--- src/rtl/hdmi_pkg.sv ---
// hdmi_pkg: shared types and constants for the HDMI output path
package hdmi_pkg;
  localparam int RGB_W = 24;
  localparam logic SRC_CBAR = 1'b0;
  localparam logic SRC_ISP = 1'b1;
  typedef enum logic [1:0] {WAIT_LOCK, CBAR, ISP} sched_state_t;
endpackage

--- src/rtl/lock_debounce.sv ---
// lock_debounce: counts consecutive locked cycles and flags a lock that has been stable LOCK_WAIT cycles
module lock_debounce #(
  parameter int LOCK_WAIT = 1024
) (
  input  logic clk,
  input  logic rst,
  input  logic locked_i,
  output logic locked_stable_o
);
  localparam int CW = $clog2(LOCK_WAIT);
  localparam logic [CW-1:0] LAST = CW'(LOCK_WAIT - 1);
  logic [CW-1:0] cnt_q, cnt_d;
  always_comb cnt_d = !locked_i ? '0 : (cnt_q == LAST ? cnt_q : cnt_q + 1'b1);
  always_ff @(posedge clk) cnt_q <= rst ? '0 : cnt_d;
  assign locked_stable_o = locked_i && cnt_q == LAST;
endmodule

--- src/rtl/hdmi_source_sched.sv ---
// hdmi_source_sched: lock-gated, frame-synchronous source select between colour bars and ISP,
// with underflow fill and sticky fallback to colour bars after repeated bad ISP frames
module hdmi_source_sched
  import hdmi_pkg::*;
#(
  parameter int LOCK_WAIT = 1024,
  parameter int BAD_FRAME_LIMIT = 4,
  parameter logic [RGB_W-1:0] FILL_COLOR = 24'h000000
) (
  input  logic pixel_clk,
  input  logic sys_rst,
  input  logic clk_locked,
  input  logic sel_req,
  input  logic frame_start,
  input  logic pixel_req,
  input  logic [RGB_W-1:0] cbar_data,
  input  logic [RGB_W-1:0] isp_data,
  input  logic isp_valid,
  output logic isp_ready,
  output logic [RGB_W-1:0] pixel_data,
  output logic timing_en,
  output logic active_src,
  output logic fallback,
  output logic [15:0] underflow_cnt
);
  localparam logic [3:0] BAD_LIM = 4'(BAD_FRAME_LIMIT);
  sched_state_t state_q, state_d;
  logic [3:0] bad_q, bad_d, bad_inc;
  logic fuf_q, fuf_d, fb_q, fb_d, ten_q, asrc_q, lock_ok, uf, frame_bad;
  logic [RGB_W-1:0] pix_q, pix_d;
  logic [15:0] ucnt_q, ucnt_d;

  lock_debounce #(.LOCK_WAIT(LOCK_WAIT)) u_lock (
    .clk(pixel_clk),
    .rst(sys_rst),
    .locked_i(clk_locked),
    .locked_stable_o(lock_ok)
  );

  assign isp_ready = pixel_req && isp_valid && state_q == ISP;
  assign uf = pixel_req && !isp_valid && state_q == ISP;
  // a pixel served in the frame_start cycle still belongs to the ending frame
  assign frame_bad = fuf_q || uf;
  assign bad_inc = bad_q + 1'b1;

  always_comb begin
    state_d = state_q;
    bad_d = bad_q;
    fb_d = fb_q && sel_req;
    fuf_d = frame_start ? 1'b0 : frame_bad;
    ucnt_d = (uf && ucnt_q != 16'hFFFF) ? ucnt_q + 1'b1 : ucnt_q;
    pix_d = (!clk_locked || !pixel_req) ? '0 :
            state_q == CBAR ? cbar_data :
            state_q == ISP ? (isp_valid ? isp_data : FILL_COLOR) : '0;
    if (!clk_locked) begin
      state_d = WAIT_LOCK;
      bad_d = '0;
    end else if (state_q == WAIT_LOCK) begin
      if (lock_ok) state_d = CBAR;
    end else if (frame_start) begin
      if (state_q == CBAR) begin
        if (sel_req && !fb_q) begin
          state_d = ISP;
          bad_d = '0;
          ucnt_d = '0;
        end
      end else if (!sel_req) state_d = CBAR;
      else if (!frame_bad) bad_d = '0;
      else begin
        bad_d = bad_inc;
        if (bad_inc == BAD_LIM) begin
          state_d = CBAR;
          fb_d = 1'b1;
        end
      end
    end
  end

  always_ff @(posedge pixel_clk) begin
    if (sys_rst) begin
      state_q <= WAIT_LOCK;
      bad_q <= '0;
      fuf_q <= 1'b0;
      fb_q <= 1'b0;
      ucnt_q <= '0;
      pix_q <= '0;
      ten_q <= 1'b0;
      asrc_q <= SRC_CBAR;
    end else begin
      state_q <= state_d;
      bad_q <= bad_d;
      fuf_q <= fuf_d;
      fb_q <= fb_d;
      ucnt_q <= ucnt_d;
      pix_q <= pix_d;
      ten_q <= state_d != WAIT_LOCK;
      asrc_q <= state_d == ISP ? SRC_ISP : SRC_CBAR;
    end
  end

  assign pixel_data = pix_q;
  assign timing_en = ten_q;
  assign active_src = asrc_q;
  assign fallback = fb_q;
  assign underflow_cnt = ucnt_q;
endmodule

--- config.mk ---
export PLATFORM = sky130hd
export DESIGN_NAME = hdmi_source_sched
export DESIGN_NICKNAME = d
export VERILOG_FILES = /design/src/rtl/hdmi_pkg.sv /design/src/rtl/lock_debounce.sv /design/src/rtl/hdmi_source_sched.sv
export SDC_FILE = /design/constraint.sdc
export NUM_CORES = 1
export LEC_CHECK = 0
export ABC_AREA = 1
export BUFFER_PORTS_ARGS = -buffer_cell sky130_fd_sc_hd__buf_4
export CORE_ASPECT_RATIO = 0.75
export CORE_MARGIN = 2
export CORE_UTILIZATION = 35
export DETAILED_ROUTE_END_ITERATION = 8
export GPL_TIMING_DRIVEN = 0
export PLACE_DENSITY_LB_ADDON = 0.15
export SETUP_SLACK_MARGIN = 0.4
export SYNTH_ARGS = -nofsm -noshare
export SYNTH_HDL_FRONTEND = slang
export SYNTH_SLANG_ARGS = --single-unit
export TNS_END_PERCENT = 1
--- constraint.sdc ---
create_clock -name pixel_clk -period 1.59 [get_ports pixel_clk]
set_clock_uncertainty 0.05 [all_clocks]
set_input_delay 0.0795 -clock pixel_clk [delete_from_list [all_inputs] [get_ports pixel_clk]]
set_output_delay 0.0795 -clock pixel_clk [all_outputs]
set_load 0.005 [all_outputs]
---- Word-level counts from Yosys, hierarchy flattened ----
Cells that the tools add are included.
storage, ports and cells
  bits in registers ....................... 60
  bits in latches ......................... 0
  bits in read-only memories .............. 0
  input port bits ......................... 55
  memories ................................ 0
  RAM bits ................................ 0
  output and inout port bits .............. 44
operators by class
  reduce and logical (&&, ||, !) cells .... 21
  div/mod/pow operators ................... 0
  $lt $le $gt $ge ......................... 0
  add/subtract/negate cells ............... 3
  muxes and demuxes ....................... 30
  eq/ne operators ......................... 7
  shift-type cells ........................ 0
  bitwise gates (word level) .............. 2
  multiply operators ...................... 0
operator list
  cell                     count
  $mux W16                 6
  $mux W24                 3
  $mux W2                  9
  $add A16 B1 Y16 const B  1
  $mux W4                  4
  $ne A16 B16 Y1 const B   1
  $add A10 B1 Y10 const B  1
  $eq A10 B10 Y1 const B   1
  $logic_and A1 B1 Y1      8
  $mux W1                  8
  $reduce_or A2 Y1         3
  $add A4 B1 Y4 const B    1
  $eq A2 B2 Y1 const B     2
  $eq A4 B3 Y1 const B     1
  $logic_not A1 Y1         4
  $reduce_and A4 Y1        1
  $reduce_bool A2 Y1       2
  $eq A2 B1 Y1 const B     1
  $logic_not A2 Y1         1
  $logic_or A1 B1 Y1       2
  $ne A2 B1 Y1 const B     1
  $not A1 Y1               2

---- Longest topological paths before layout ----
Gate-level depths: netlist of run 1.
  depth after elaboration ................. 12
  gate-level depth with buffers ........... 11

---- Cells and area by module ----
Synthesis of run 1 repeated with hierarchy kept, for this count alone.
unflattened totals
  cells, all modules ...................... 423
  area, all modules ....................... 2920.3 µm²
by module, submodules not included
  module             area each (µm²)  cells each  times used  seq. area each (µm²)
  hdmi_source_sched  2398.6           348         1           1001.0
  lock_debounce      521.8            75          1           200.2

---- Worst setup path before layout of run 1 ----
OpenSTA, ideal clock, no wires.
  kind .................................... reg-to-reg
  from .................................... reg ucnt_q[0], in the netlist underflow_cnt[0]
  to ...................................... reg ucnt_q[14], in the netlist underflow_cnt[14]
  setup time .............................. 0.113 ns
  cell stages (with the launch flop) ...... 11
  clock period less this slack ............ 1.515 ns
  required time ........................... 1.427 ns
  path buffers ............................ 0
  arrival time ............................ 1.352 ns
  setup slack ............................. 0.075 ns
  cells stage by stage .................... dfxtp_1 > ha_1 > nand2_2 > nor2_4 > nand3_4 > inv_1 > nand4_2 > nor2_1 > nand2_1 > nand2_1 > nor2_1
on the way
  word-level cells in the longest chain between the ends .. 8
  elaborated cells on any way between the ends .. 9
  those cells by class .................... add/sub (1); eq/ne (1); mux (6); reduce/logical (1)
ends and longest elaborated chain
  element                                                  line                     text
  start, declared                                          hdmi_source_sched.sv:31  logic [15:0] ucnt_q, ucnt_d;
  start signal, assigned                                   hdmi_source_sched.sv:94  ucnt_q <= ucnt_d;
  branches (longest 2 deep; another with $add A16 B1 Y16)  -
  $mux W16 *                                               hdmi_source_sched.sv:51  ucnt_d = (uf && ucnt_q != 16'hFFFF) ? ucnt_q + 1'b1 : ucnt_q;
  $mux W16                                                 hdmi_source_sched.sv:62  if (sel_req && !fb_q) begin
  $mux W16                                                 hdmi_source_sched.sv:61  if (state_q == CBAR) begin
  $mux W16                                                 hdmi_source_sched.sv:60  end else if (frame_start) begin
  $mux W16                                                 hdmi_source_sched.sv:58  end else if (state_q == WAIT_LOCK) begin
  $mux W16 *                                               hdmi_source_sched.sv:55  if (!clk_locked) begin
Mark *: on every way between the ends.
A chain may end at the register's enable or synchronous reset.

---- Worst setup path after layout of run 1 ----
  from .................................... reg ucnt_q[1], in the netlist underflow_cnt[1]
  to ...................................... reg ucnt_q[13], in the netlist underflow_cnt[13]
The elaborated chain is that of the path after synthesis.

==> flow_summary.html, run 1 <==
<table>
<tr><th>Metric</th><th>Value</th></tr>
<tr><th colspan="2">Finish</th></tr>
<tr><td>Number of antenna diodes</td><td>0</td></tr>
<tr><td>Multi-input combinational cell area</td><td>1528 um2</td></tr>
<tr><td>Area grow syn2layout</td><td>67.14%</td></tr>
<tr><td>Filler cell count</td><td>688</td></tr>
<tr><td>Storage element area</td><td>1232 um2</td></tr>
<tr><td>Post-layout net count</td><td>637</td></tr>
<tr><td>Fraction of final layout cells sized beyond drive strength 1</td><td>34.42%</td></tr>
<tr><th colspan="2">Drt</th></tr>
<tr><td>Number of nets with antenna violations after detailed routing</td><td>0</td></tr>
<tr><td>First-pass DRT Iterations</td><td>4</td></tr>
<tr><td>Starting DRC count in detailed routing</td><td>120</td></tr>
<tr><td>DRC violations left</td><td>0</td></tr>
<tr><td>Vias per inst</td><td>4.655</td></tr>
<tr><td>DR WL/cell</td><td>12.42 um</td></tr>
<tr><td>Total wire length</td><td>8.557 mm</td></tr>
<tr><td>Total number of vias</td><td>3207</td></tr>
<tr><th colspan="2">Clock network</th></tr>
<tr><td>Clock tree from TritonCTS</td><td>yes</td></tr>
<tr><td>Clock edge transition at the registers on the reported setup and hold paths</td><td>0.07 ns</td></tr>
<tr><td>Clock network latency to the later pin of the worst-skew pair</td><td>0.35 ns</td></tr>
<tr><td># H-tree levels</td><td>3</td></tr>
<tr><td>Post-CTS Hold Buffers</td><td>51</td></tr>
<tr><td># clock sinks</td><td>60</td></tr>
<tr><td>Clock root cell</td><td>sky130_fd_sc_hd__clkbuf_8</td></tr>
<tr><td>Largest buffer count on any clock path</td><td>2</td></tr>
<tr><td>Total clock buffers created by CTS</td><td>9</td></tr>
<tr><th colspan="2">Logic synthesis</th></tr>
<tr><td>Number of different library cells in the post-synthesis netlist</td><td>36</td></tr>
<tr><td>Total of warnings raised by yosys</td><td>0</td></tr>
<tr><td>Post-Syn Area</td><td>2840 um2</td></tr>
<tr><td>Post-synthesis compound-gate area fraction</td><td>12.03%</td></tr>
<tr><td>Yosys top cell by area</td><td>sky130_fd_sc_hd__dfxtp_1</td></tr>
<tr><td>Number of enable-type register cells in the synthesized netlist</td><td>0</td></tr>
<tr><td>Register area share after synthesis</td><td>42.29%</td></tr>
<tr><td>FF+latch count, synth</td><td>60</td></tr>
<tr><td>Top-count cell post-synth</td><td>sky130_fd_sc_hd__nand2_1</td></tr>
<tr><td>Mux share of post-synthesis cell area</td><td>0%</td></tr>
<tr><td>Main combinational cell family by area after synthesis</td><td>simple AND/OR/NAND/NOR gates</td></tr>
<tr><td>Synth top cells by count</td><td>sky130_fd_sc_hd__nand2_1, sky130_fd_sc_hd__dfxtp_1, sky130_fd_sc_hd__inv_1</td></tr>
<tr><td>Main flop type after synthesis</td><td>sky130_fd_sc_hd__dfxtp_1</td></tr>
<tr><td>Area share of xor/xnor cells in the synthesized design</td><td>0.6167%</td></tr>
<tr><td>Synthesized area per cell</td><td>7.083 um2</td></tr>
<tr><td>Most area-consuming cells after synthesis</td><td>sky130_fd_sc_hd__dfxtp_1, sky130_fd_sc_hd__nand2_1, sky130_fd_sc_hd__a21oi_1</td></tr>
<tr><td>Syn nets</td><td>459</td></tr>
<tr><td>Simple-gate share of the synthesized area</td><td>34.41%</td></tr>
<tr><td>Share of synthesized registers carrying an async set or reset</td><td>0%</td></tr>
<tr><td>Gate Count Post-Synth</td><td>401</td></tr>
<tr><td>Share of the synthesized area in the top cell type</td><td>42.29%</td></tr>
<tr><td>Post-Synth Adder-Cell Area</td><td>1.322%</td></tr>
<tr><th colspan="2">Timing</th></tr>
<tr><td>Hold violation count in the final report</td><td>1</td></tr>
<tr><td>Final sum of negative setup slack</td><td>0 ns</td></tr>
<tr><td>Number of pins exceeding their max-slew limit in the final report</td><td>0</td></tr>
<tr><td>Worst Hold Margin</td><td>-0.01589 ns</td></tr>
<tr><td>Worst max-slew margin expressed relative to the limit</td><td>69.76%</td></tr>
<tr><td>Minimum setup slack in the final design</td><td>0.1173 ns</td></tr>
<tr><td>Final clock period utilization by the worst path</td><td>92.62%</td></tr>
<tr><td>Pin slew with the least headroom to its limit</td><td>0.4536 ns</td></tr>
<tr><td>Final setup viols</td><td>0</td></tr>
<tr><td>Achievable Freq</td><td>679.0 MHz</td></tr>
<tr><td>Unrepaired setup endpoints after global routing</td><td>true</td></tr>
<tr><td>Min Clock Period, post-route</td><td>1.473 ns</td></tr>
<tr><th colspan="2">Power and ir drop</th></tr>
<tr><td>Net load switching power</td><td>0.7061 mW</td></tr>
<tr><td>Sw Ratio</td><td>21.79%</td></tr>
<tr><td>Power per Cell Area</td><td>682.6 nW/um2</td></tr>
<tr><td>Combinational share of power</td><td>8.3%</td></tr>
<tr><td>Proportion of power drawn by flip-flops and latches</td><td>46.4%</td></tr>
<tr><td>Worst IR drop on VDD</td><td>0.5689 mV</td></tr>
<tr><td>Static leakage power</td><td>2.062 nW</td></tr>
<tr><td>Share of total power in the clock network</td><td>45.3%</td></tr>
<tr><td>Int Power</td><td>2.534 mW</td></tr>
<tr><th colspan="2">Die</th></tr>
<tr><td>Standard-cell row count</td><td>28</td></tr>
<tr><td>Initial standard-cell utilization of the core</td><td>36.03%</td></tr>
<tr><td>Die X-Extent</td><td>108.0 um</td></tr>
<tr><td>Die Outline Area</td><td>8859 um2</td></tr>
<tr><td>Chip Height</td><td>82.02 um</td></tr>
<tr><td>Area of the core</td><td>7883 um2</td></tr>
<tr><td>IO Count</td><td>99</td></tr>
<tr><th colspan="2">Worst setup path</th></tr>
<tr><td>Number of cells on the critical path</td><td>10</td></tr>
<tr><td>Worst Path Required</td><td>1.79 ns</td></tr>
<tr><td>Setup crit end kind</td><td>flip-flop</td></tr>
<tr><td>Crit start category</td><td>flip-flop</td></tr>
<tr><td>Arrival @ worst endpoint</td><td>1.67 ns</td></tr>
<tr><td>Endpoint of the worst register-to-register path</td><td>underflow_cnt[13]</td></tr>
<tr><td>Register-to-register setup slack</td><td>0.12 ns</td></tr>
<tr><td>Bufs and invs on worst path</td><td>1</td></tr>
<tr><td>Cell repeated most along the worst path</td><td>sky130_fd_sc_hd__nor2_4</td></tr>
<tr><td>RR Startpoint</td><td>underflow_cnt[1]</td></tr>
<tr><td>Number of cells on the worst reg-to-reg path</td><td>10</td></tr>
<tr><td>Cell at the slowest stage of the critical path</td><td>sky130_fd_sc_hd__dfxtp_4</td></tr>
<tr><td>First element of the critical path</td><td>underflow_cnt[1]</td></tr>
<tr><td>Setup Crit Path Kind</td><td>flip-flop to flip-flop</td></tr>
<tr><td>Chain of cells forming the critical path</td><td>ha_4 &gt; nand2_4 &gt; nor2_4 &gt; nand3_4 &gt; nor2_4 &gt; nor2_4 &gt; buf_6 &gt; nand4_2 &gt; nand2_1 &gt; nor2_1</td></tr>
<tr><td>Worst path max stage delay</td><td>0.35 ns</td></tr>
<tr><td>Cell type group with the largest total delay on the critical path</td><td>simple AND/OR/NAND/NOR gates</td></tr>
<tr><td>Largest fanout on the critical path</td><td>7</td></tr>
<tr><th colspan="2">Status</th></tr>
<tr><td>Violated checks</td><td>hold timing</td></tr>
<tr><td>Status</td><td>finished, violations left</td></tr>
<tr><th colspan="2">GRT</th></tr>
<tr><td>Wire length of the first global-routing pass</td><td>13.15 mm</td></tr>
<tr><td>Number of global-route vias before repair</td><td>2906</td></tr>
<tr><td>Overall overflow remaining after global route</td><td>0</td></tr>
<tr><td>Initial antenna violation count</td><td>0</td></tr>
<tr><td>Overall Global Routing Usage</td><td>18.90%</td></tr>
<tr><td>Maximum number of pins on one net before global-route repair</td><td>11</td></tr>
<tr><th colspan="2">Min path</th></tr>
<tr><td>Worst hold path depth</td><td>4</td></tr>
<tr><td>Hold Startpoint</td><td>sys_rst</td></tr>
<tr><td>End of the worst hold path</td><td>underflow_cnt[4]</td></tr>
<tr><td>Kind of path behind the tightest hold check</td><td>primary input to flip-flop</td></tr>
<tr><th colspan="2">Run</th></tr>
<tr><td>Max cap viols</td><td>0</td></tr>
<tr><th colspan="2">Place</th></tr>
<tr><td>Count of buffers from port buffering</td><td>98</td></tr>
<tr><td>Final HPWL from detailed placement</td><td>5.448 mm</td></tr>
<tr><td>Pre-CTS WS</td><td>0.05903 ns</td></tr>
<tr><td>Routability congestion estimate</td><td>0.8096</td></tr>
</table>
layer usage:
metal  GRT usage (%)  up-vias  part of all wire (%)
met2           32.58       72                    50
met1           22.80     1486                    44
met4           6.410        0                  0.96
li1                -     1640                     -
met5               0        -                     0
met3           5.476        9                   4.9
cell families after synthesis:
logic type | count (synthesis)
compound gates | 61
buf+inv | 62
fa+ha+maj | 3
flops | 60
xor+xnor | 2
simple gates | 213
worst max-delay path by stage:
stage                     slack [ns]                 to
after floorplan                 0.20  underflow_cnt[14]
after global placement          0.07  underflow_cnt[13]
after detailed placement        0.06         active_src
after CTS                       0.07   underflow_cnt[8]
after global routing            0.04   underflow_cnt[1]
final                           0.12  underflow_cnt[13]
cell usage in the layout, fill, tap and decap left out, drive strengths merged:
cell type,synthesis,routed
nand3,29,29
o21ai,12,13
o21bai,1,1
or2,1,1
nor3,5,5
nand4,8,8
dlygate4sd3,0,51
nor3b,1,1
nand2,124,125
inv,52,52
xnor2,1,1
nor2,44,44
buf,8,122
and2,1,1
ha,3,3
bufinv,0,1
clkinv,0,3
o2111ai,2,2
o22ai,1,1
dfxtp,60,60
a31oi,2,2
a21oi,43,43
xor2,1,1
clkbuf,2,14
cell type report:
cell class | count | area share, %
plain buffers | 10 | 1.476
clock buffers | 12 | 3.506
clock inverters | 4 | 0.9489
inverters | 52 | 4.217
multi-input cells | 281 | 32.18
flip-flops and latches | 60 | 25.96
well taps | 105 | 2.768
repair buffers | 165 | 28.94
power groups by stage:
stage / registers [mW] / clock network, mW / logic (mW)
global route: 1.50 / 1.57 / 0.290
global placement: 1.54 / 0 / 0.158
floorplan: 1.54 / 0 / 0.0396
finish: 1.50 / 1.47 / 0.269
CTS: 1.50 / 1.50 / 0.261
detailed placement: 1.54 / 0 / 0.161
worst register-to-register path: cells and delay by family (launching register included):
family,cells,cell delay (ns)
AND/OR/NAND/NOR,8,0.65
flip-flops,1,0.35
buffers and inverters,1,0.17
adder cells (fa/ha/maj),1,0.16
state kept, by name, indices dropped and copies added, names as in the netlist:
register,flops
fallback,1
u_lock.cnt_q,10
timing_en,1
underflow_cnt,16
bad_q,4
active_src,1
state_q,2
pixel_data,24
fuf_q,1
through the flow:
| stage | utilization [%] | instance area, um2 | hold slack (ns) | total power, mW | std cells |
|---|---|---|---|---|---|
| after floorplan | - | 2893 | 0.1011 | 1.580 | 401 |
| after global placement | 47.70 | 3760 | 0.2626 | 1.699 | 604 |
| after detailed placement | 47.70 | 3760 | 0.2643 | 1.702 | 604 |
| after CTS | 58.06 | 4577 | -0.008048 | 3.267 | 681 |
| after global routing | 60.22 | 4747 | -0.01097 | 3.363 | 689 |
| final | 60.22 | 4747 | -0.01589 | 3.240 | 689 |
what timing repair did:
| item | CTS | global route |
|---|---|---|
| buffers inserted | 7 | 8 |
| cloned | 3 | 0 |
| endpoints found under the hold margin | 28 | 1 |
| resized for setup | 11 | 32 |
| pin swaps | 7 | 15 |
| setup endpoints to repair | 60 | 61 |
Power figures use the tool's default switching activity.
==> inputs of run 2 (changes only) <==
--- a/config.mk
+++ b/config.mk
@@ -9,5 +9,4 @@
 export BUFFER_PORTS_ARGS = -buffer_cell sky130_fd_sc_hd__buf_4
 export CORE_ASPECT_RATIO = 0.75
-export CORE_MARGIN = 2
 export CORE_UTILIZATION = 35
 export DETAILED_ROUTE_END_ITERATION = 8
@@ -15,4 +14,5 @@
 export PLACE_DENSITY_LB_ADDON = 0.15
 export SETUP_SLACK_MARGIN = 0.4
+export SLEW_MARGIN = 20
 export SYNTH_ARGS = -nofsm -noshare
 export SYNTH_HDL_FRONTEND = slang
--- a/constraint.sdc
+++ b/constraint.sdc
@@ -3,3 +3,3 @@
 set_input_delay 0.0795 -clock pixel_clk [delete_from_list [all_inputs] [get_ports pixel_clk]]
 set_output_delay 0.0795 -clock pixel_clk [all_outputs]
-set_load 0.005 [all_outputs]
+set_load 0.05 [all_outputs]
==> flow_summary.html, run 2 (synthesis gave the netlist of run 1 again) <==
<table>
<tr><th>Metric</th><th>Value</th></tr>
<tr><th colspan="2">Worst setup path</th></tr>
<tr><td>Cell at the slowest stage of the critical path</td><td>sky130_fd_sc_hd__dfxtp_4</td></tr>
<tr><td>First element of the critical path</td><td>u_lock.cnt_q[1]</td></tr>
<tr><td>RR Startpoint</td><td>u_lock.cnt_q[1]</td></tr>
<tr><td>Arrival @ worst endpoint</td><td>1.68 ns</td></tr>
<tr><td>Setup crit end kind</td><td>flip-flop</td></tr>
<tr><td>Worst path max stage delay</td><td>0.38 ns</td></tr>
<tr><td>Setup Crit Path Kind</td><td>flip-flop to flip-flop</td></tr>
<tr><td>Worst Path Required</td><td>1.77 ns</td></tr>
<tr><td>Largest fanout on the critical path</td><td>5</td></tr>
<tr><td>Register-to-register setup slack</td><td>0.09 ns</td></tr>
<tr><td>Number of cells on the worst reg-to-reg path</td><td>8</td></tr>
<tr><td>Endpoint of the worst register-to-register path</td><td>active_src</td></tr>
<tr><td>Chain of cells forming the critical path</td><td>ha_4 &gt; nand3_4 &gt; nor3_4 &gt; nand2_4 &gt; nand3_2 &gt; nand2_1 &gt; a21oi_1 &gt; nor2_1</td></tr>
<tr><td>Crit start category</td><td>flip-flop</td></tr>
<tr><th colspan="2">Finish</th></tr>
<tr><td>Final core utilization</td><td>60.87%</td></tr>
<tr><td>Post-layout net count</td><td>628</td></tr>
<tr><td>Largest register FFs</td><td>24</td></tr>
<tr><td>Final Instance Area</td><td>4798 um2</td></tr>
<tr><td>Area grow syn2layout</td><td>68.94%</td></tr>
<tr><td>Filler cell count</td><td>686</td></tr>
<tr><td>Number of antenna diodes</td><td>0</td></tr>
<tr><td>Number of cells in the finished layout apart from fillers</td><td>680</td></tr>
<tr><td>Fraction of final layout cells sized beyond drive strength 1</td><td>37.39%</td></tr>
<tr><td>Commonest non-fill, non-tap cells in the layout</td><td>sky130_fd_sc_hd__nand2_1, sky130_fd_sc_hd__buf_4, sky130_fd_sc_hd__dlygate4sd3_1</td></tr>
<tr><td>Leading cell type in the layout, fill and taps excluded</td><td>sky130_fd_sc_hd__nand2_1</td></tr>
<tr><th colspan="2">Place</th></tr>
<tr><td>Routability congestion estimate</td><td>0.7763</td></tr>
<tr><td>Final HPWL from detailed placement</td><td>5.339 mm</td></tr>
<tr><td>Pre-CTS WS</td><td>-0.05998 ns</td></tr>
<tr><td>Area after DPL</td><td>3755 um2</td></tr>
<tr><td>Count of buffers from port buffering</td><td>98</td></tr>
<tr><td>Placed cell count</td><td>604</td></tr>
<tr><th colspan="2">Clock network</th></tr>
<tr><td>Clock tree from TritonCTS</td><td>yes</td></tr>
<tr><td>Clock edge transition at the registers on the reported setup and hold paths</td><td>0.07 ns</td></tr>
<tr><td>Clock root cell</td><td>sky130_fd_sc_hd__clkbuf_8</td></tr>
<tr><td>Largest buffer count on any clock path</td><td>2</td></tr>
<tr><td>Total clock buffers created by CTS</td><td>9</td></tr>
<tr><td>Clock network latency to the later pin of the worst-skew pair</td><td>0.34 ns</td></tr>
<tr><td># H-tree levels</td><td>3</td></tr>
<tr><td># clock sinks</td><td>60</td></tr>
<tr><th colspan="2">Min path</th></tr>
<tr><td>Kind of path behind the tightest hold check</td><td>primary input to flip-flop</td></tr>
<tr><td>Hold Startpoint</td><td>frame_start</td></tr>
<tr><td>End of the worst hold path</td><td>state_q[1]</td></tr>
<tr><td>Worst hold path depth</td><td>4</td></tr>
<tr><th colspan="2">Timing</th></tr>
<tr><td>Min Clock Period, post-route</td><td>1.503 ns</td></tr>
<tr><td>Unrepaired setup endpoints after global routing</td><td>true</td></tr>
<tr><td>Minimum setup slack in the final design</td><td>0.08679 ns</td></tr>
<tr><td>Pin slew with the least headroom to its limit</td><td>0.5592 ns</td></tr>
<tr><td>Achievable Freq</td><td>665.2 MHz</td></tr>
<tr><td>Final sum of negative setup slack</td><td>0 ns</td></tr>
<tr><td>Final setup viols</td><td>0</td></tr>
<tr><td>Final clock period utilization by the worst path</td><td>94.54%</td></tr>
<tr><td>Hold violation count in the final report</td><td>0</td></tr>
<tr><td>Worst Hold Margin</td><td>0.02574 ns</td></tr>
<tr><td>Number of pins exceeding their max-slew limit in the final report</td><td>0</td></tr>
<tr><td>Worst max-slew margin expressed relative to the limit</td><td>62.72%</td></tr>
<tr><th colspan="2">Drt</th></tr>
<tr><td>Total wire length</td><td>8.675 mm</td></tr>
<tr><td>First-pass DRT Iterations</td><td>4</td></tr>
<tr><td>Vias per inst</td><td>4.746</td></tr>
<tr><td>Total number of vias</td><td>3227</td></tr>
<tr><td>DRC violations left</td><td>0</td></tr>
<tr><td>DR WL/cell</td><td>12.76 um</td></tr>
<tr><td>Number of nets with antenna violations after detailed routing</td><td>0</td></tr>
<tr><td>Starting DRC count in detailed routing</td><td>107</td></tr>
<tr><th colspan="2">Power and ir drop</th></tr>
<tr><td>Static leakage power</td><td>2.066 nW</td></tr>
<tr><td>Power consumption</td><td>3.468 mW</td></tr>
<tr><td>Power per Cell Area</td><td>722.7 nW/um2</td></tr>
<tr><td>Worst IR drop on VDD</td><td>0.4255 mV</td></tr>
<tr><th colspan="2">Die</th></tr>
<tr><td>Initial standard-cell utilization of the core</td><td>36.03%</td></tr>
<tr><td>Die X-Extent</td><td>106.0 um</td></tr>
<tr><td>Chip Height</td><td>80.02 um</td></tr>
<tr><td>Standard-cell row count</td><td>28</td></tr>
<tr><td>Area of the core</td><td>7883 um2</td></tr>
<tr><td>IO Count</td><td>99</td></tr>
<tr><td>Die Outline Area</td><td>8483 um2</td></tr>
<tr><th colspan="2">GRT</th></tr>
<tr><td>Maximum number of pins on one net before global-route repair</td><td>12</td></tr>
<tr><td>Overall Global Routing Usage</td><td>20.53%</td></tr>
<tr><td>Overall overflow remaining after global route</td><td>0</td></tr>
<tr><td>Wire length of the first global-routing pass</td><td>13.67 mm</td></tr>
<tr><td>Initial antenna violation count</td><td>0</td></tr>
<tr><td>Number of global-route vias before repair</td><td>3048</td></tr>
<tr><th colspan="2">Status</th></tr>
<tr><td>Status</td><td>completed</td></tr>
<tr><th colspan="2">Run</th></tr>
<tr><td>Max cap viols</td><td>0</td></tr>
</table>
## run 2: cell types whose count changed in the layout (fill, tap and decap cells not counted), sizes merged
cell,delta
bufinv,+2
o21ai,-1
clkbuf,-2
inv,+1
dlygate4sd3,+2
clkinv,-3
buf,-10
clkinvlp,+2
## run 2: worst max-delay path by stage
stage | to | slack (ns) | cells after the start
finish | active_src | 0.09 | 8
global route | underflow_cnt[14] | -0.009 | 10
CTS | underflow_cnt[15] | 0.09 | 7
detailed placement | active_src | -0.06 | 8
global placement | active_src | -0.06 | 8
floorplan | underflow_cnt[14] | 0.06 | 10
## run 2: layout make-up
class	instances	area, um2	area share [%]
clock buffer	10	127.6	2.660
timing repair buffer	157	1323	27.56
multi-input combinational	280	1592	33.17
sequential	60	1244	25.92
inverter	52	200.2	4.172
buffer	10	70.07	1.460
clock inverter	6	111.4	2.321
tap	105	131.4	2.738
## run 2: power breakdown
part	total, mW	switching, mW	internal, mW
registers	1.50	0.00322	1.49
logic	0.284	0.0976	0.187
clock network	1.69	0.644	1.04
total	3.47	0.744	2.72
## run 2: repair_timing
item | CTS | global route
setup endpoints to repair | 60 | 60
pin swaps | 3 | 38
resized for setup | 13 | 54
buffers inserted | 5 | 1
hold endpoints to repair | 29 | 0
gates cloned | 1 | 0
hold buffers | 53 | 0
## run 2: critical path, delay by kind of cell (launching register included)
kind | cells | cell delay, ns
AO/OA/AOI/OAI | 1 | 0.11
adder cells (fa/ha/maj) | 1 | 0.16
flip-flops | 1 | 0.38
AND/OR/NAND/NOR | 6 | 0.69
## run 2: metal layers
metal / track usage, % / up-vias / part of all wire, %
met2: 36.14 / 87 / 51
met4: 9.306 / 0 / 3.2
met1: 23.41 / 1489 / 42
met5: 0 / - / 0
li1: - / 1624 / -
met3: 5.469 / 27 / 4.2
==> inputs of run 3 (changes only) <==
- SETUP_SLACK_MARGIN: 0.4 -> 0.05
==> flow_summary.html, run 3 (synthesis gave the netlist of run 1 again) <==
<table>
<tr><th>Metric</th><th>Value</th></tr>
<tr><th colspan="2">Clock network</th></tr>
<tr><td># H-tree levels</td><td>3</td></tr>
<tr><td>Clock tree from TritonCTS</td><td>yes</td></tr>
<tr><td>Total clock buffers created by CTS</td><td>9</td></tr>
<tr><td>Clock edge transition at the registers on the reported setup and hold paths</td><td>0.06 ns</td></tr>
<tr><td>Clock network latency to the later pin of the worst-skew pair</td><td>0.35 ns</td></tr>
<tr><td># clock sinks</td><td>60</td></tr>
<tr><td>Largest buffer count on any clock path</td><td>2</td></tr>
<tr><td>Clock root cell</td><td>sky130_fd_sc_hd__clkbuf_8</td></tr>
<tr><th colspan="2">Die</th></tr>
<tr><td>Chip Height</td><td>80.02 um</td></tr>
<tr><td>Area of the core</td><td>7883 um2</td></tr>
<tr><td>Die Outline Area</td><td>8483 um2</td></tr>
<tr><td>IO Count</td><td>99</td></tr>
<tr><td>Die X-Extent</td><td>106.0 um</td></tr>
<tr><td>Initial standard-cell utilization of the core</td><td>36.03%</td></tr>
<tr><td>Standard-cell row count</td><td>28</td></tr>
<tr><th colspan="2">Min path</th></tr>
<tr><td>Kind of path behind the tightest hold check</td><td>primary input to flip-flop</td></tr>
<tr><td>Worst hold path depth</td><td>4</td></tr>
<tr><th colspan="2">Finish</th></tr>
<tr><td>Number of antenna diodes</td><td>0</td></tr>
<tr><td>Filler cell count</td><td>700</td></tr>
<tr><td>Area grow syn2layout</td><td>62.29%</td></tr>
<tr><td>Fraction of final layout cells sized beyond drive strength 1</td><td>33.27%</td></tr>
<tr><td>Largest register FFs</td><td>24</td></tr>
<tr><td>Leading cell type in the layout, fill and taps excluded</td><td>sky130_fd_sc_hd__nand2_1</td></tr>
<tr><td>Post-layout net count</td><td>625</td></tr>
<tr><td>Commonest non-fill, non-tap cells in the layout</td><td>sky130_fd_sc_hd__nand2_1, sky130_fd_sc_hd__buf_4, sky130_fd_sc_hd__dlygate4sd3_1</td></tr>
<tr><th colspan="2">Worst setup path</th></tr>
<tr><td>First element of the critical path</td><td>underflow_cnt[1]</td></tr>
<tr><td>Cell repeated most along the worst path</td><td>sky130_fd_sc_hd__nor2_4</td></tr>
<tr><td>Setup crit end kind</td><td>flip-flop</td></tr>
<tr><td>Capture point of the critical path</td><td>underflow_cnt[13]</td></tr>
<tr><td>Worst Path Required</td><td>1.78 ns</td></tr>
<tr><td>Arrival @ worst endpoint</td><td>1.69 ns</td></tr>
<tr><td>Worst path max stage delay</td><td>0.36 ns</td></tr>
<tr><td>Setup Crit Path Kind</td><td>flip-flop to flip-flop</td></tr>
<tr><td>Largest fanout on the critical path</td><td>8</td></tr>
<tr><td>Endpoint of the worst register-to-register path</td><td>underflow_cnt[13]</td></tr>
<tr><td>Number of cells on the worst reg-to-reg path</td><td>10</td></tr>
<tr><td>Crit start category</td><td>flip-flop</td></tr>
<tr><td>Register-to-register setup slack</td><td>0.09 ns</td></tr>
<tr><td>Chain of cells forming the critical path</td><td>ha_4 &gt; nand2_4 &gt; nor2_4 &gt; nand3_4 &gt; nor2_4 &gt; nor2_4 &gt; buf_6 &gt; nand4_2 &gt; nand2_1 &gt; nor2_1</td></tr>
<tr><td>RR Startpoint</td><td>underflow_cnt[1]</td></tr>
<tr><td>Cell at the slowest stage of the critical path</td><td>sky130_fd_sc_hd__dfxtp_4</td></tr>
<tr><th colspan="2">GRT</th></tr>
<tr><td>Overall overflow remaining after global route</td><td>0</td></tr>
<tr><td>Overall Global Routing Usage</td><td>19.96%</td></tr>
<tr><td>Initial antenna violation count</td><td>0</td></tr>
<tr><td>Wire length of the first global-routing pass</td><td>13.32 mm</td></tr>
<tr><td>Maximum number of pins on one net before global-route repair</td><td>11</td></tr>
<tr><td>Number of global-route vias before repair</td><td>2929</td></tr>
<tr><th colspan="2">Timing</th></tr>
<tr><td>Unrepaired setup endpoints after global routing</td><td>true</td></tr>
<tr><td>Number of pins exceeding their max-slew limit in the final report</td><td>0</td></tr>
<tr><td>Worst max-slew margin expressed relative to the limit</td><td>67.73%</td></tr>
<tr><td>Min Clock Period, post-route</td><td>1.503 ns</td></tr>
<tr><td>Achievable Freq</td><td>665.3 MHz</td></tr>
<tr><td>Worst Hold Margin</td><td>0.007552 ns</td></tr>
<tr><td>Final clock period utilization by the worst path</td><td>94.54%</td></tr>
<tr><td>Final setup viols</td><td>0</td></tr>
<tr><td>Hold violation count in the final report</td><td>0</td></tr>
<tr><td>Pin slew with the least headroom to its limit</td><td>0.4840 ns</td></tr>
<tr><th colspan="2">Place</th></tr>
<tr><td>Routability congestion estimate</td><td>0.8464</td></tr>
<tr><td>Count of buffers from port buffering</td><td>98</td></tr>
<tr><td>Final HPWL from detailed placement</td><td>5.298 mm</td></tr>
<tr><th colspan="2">Power and ir drop</th></tr>
<tr><td>Power consumption</td><td>2.991 mW</td></tr>
<tr><td>Power per Cell Area</td><td>648.8 nW/um2</td></tr>
<tr><td>Static leakage power</td><td>2.024 nW</td></tr>
<tr><td>Worst IR drop on VDD</td><td>0.5224 mV</td></tr>
<tr><th colspan="2">Drt</th></tr>
<tr><td>First-pass DRT Iterations</td><td>5</td></tr>
<tr><td>DRC violations left</td><td>0</td></tr>
<tr><td>Vias per inst</td><td>4.595</td></tr>
<tr><td>Number of nets with antenna violations after detailed routing</td><td>0</td></tr>
<tr><td>Total number of vias</td><td>3106</td></tr>
<tr><td>DR WL/cell</td><td>12.60 um</td></tr>
<tr><td>Total wire length</td><td>8.520 mm</td></tr>
<tr><td>Starting DRC count in detailed routing</td><td>115</td></tr>
<tr><th colspan="2">Run</th></tr>
<tr><td>Max cap viols</td><td>0</td></tr>
<tr><th colspan="2">Status</th></tr>
<tr><td>Status</td><td>completed</td></tr>
</table>
[run 3: changes by cell type in the layout (fill, tap and decap cells not counted), sizes merged]
cell / change
dlygate4sd3: -2
buf: -1
clkinvlp: -2
clkbuf: +3
clkinv: +2
bufinv: -3
inv: -1
[run 3: power breakdown]
part / total, mW / leakage [nW] / internal, mW / switching (mW)
clock: 1.21 / 0.0893 / 0.638 / 0.577
sequential: 1.50 / 0.496 / 1.50 / 0.00414
combinational: 0.275 / 1.44 / 0.182 / 0.0932
[run 3: area by class of cell]
cell class	instances	area, um2	area share [%]
multi-input cells	280	1511	32.79
well taps	105	131.4	2.850
clock inverters	2	10.01	0.2172
plain buffers	10	70.07	1.520
clock buffers	13	158.9	3.447
inverters	52	197.7	4.289
repair buffers	154	1287	27.93
flip-flops and latches	60	1242	26.95
[run 3: timing repair]
action                                  4_1_cts  5_1_grt
hold buffers                                 49        2
endpoints found under the setup margin        9       33
gates cloned                                  1        1
resized for setup                             6       34
setup buffers                                 2        2
endpoints found under the hold margin        28        3
pin swaps                                     1       11
[run 3: worst min path at each step]
| stage | start | end | slack (ns) |
|---|---|---|---|
| floorplan | sys_rst | fuf_q | 0.10 |
| global placement | sys_rst | fuf_q | 0.26 |
| detailed placement | sys_rst | fuf_q | 0.27 |
| CTS | sys_rst | fuf_q | -0.10 |
| global route | sys_rst | underflow_cnt[4] | 0.004 |
| finish | sys_rst | underflow_cnt[4] | 0.008 |
[run 3: critical path: cells and delay by family (launching register included)]
family	cells	cell delay [ns]
buf+inv	1	0.16
simple gates	8	0.66
fa+ha+maj	1	0.17
flops	1	0.36
[run 3: stage by stage]
step | util (%) | setup slack (ns) | cell area [um2] | std cells | setup TNS (ns)
after floorplan | - | 0.04968 | 2880 | 401 | 0
after global placement | 47.54 | -0.05891 | 3747 | 604 | -0.05891
after detailed placement | 47.54 | -0.07700 | 3747 | 604 | -0.07700
after CTS | 56.35 | 0.02378 | 4442 | 671 | 0
after global routing | 58.48 | -0.01211 | 4609 | 676 | -0.02142
final | 58.48 | 0.08685 | 4609 | 676 | 0
[run 3: routing by layer]
metal	part of all wire, %	track usage, %	up-vias
li1	-	-	1609
met1	44	23.65	1409
met2	49	33.14	69
met3	4.1	7.347	19
met4	2.5	7.361	0
met5	0	0	-
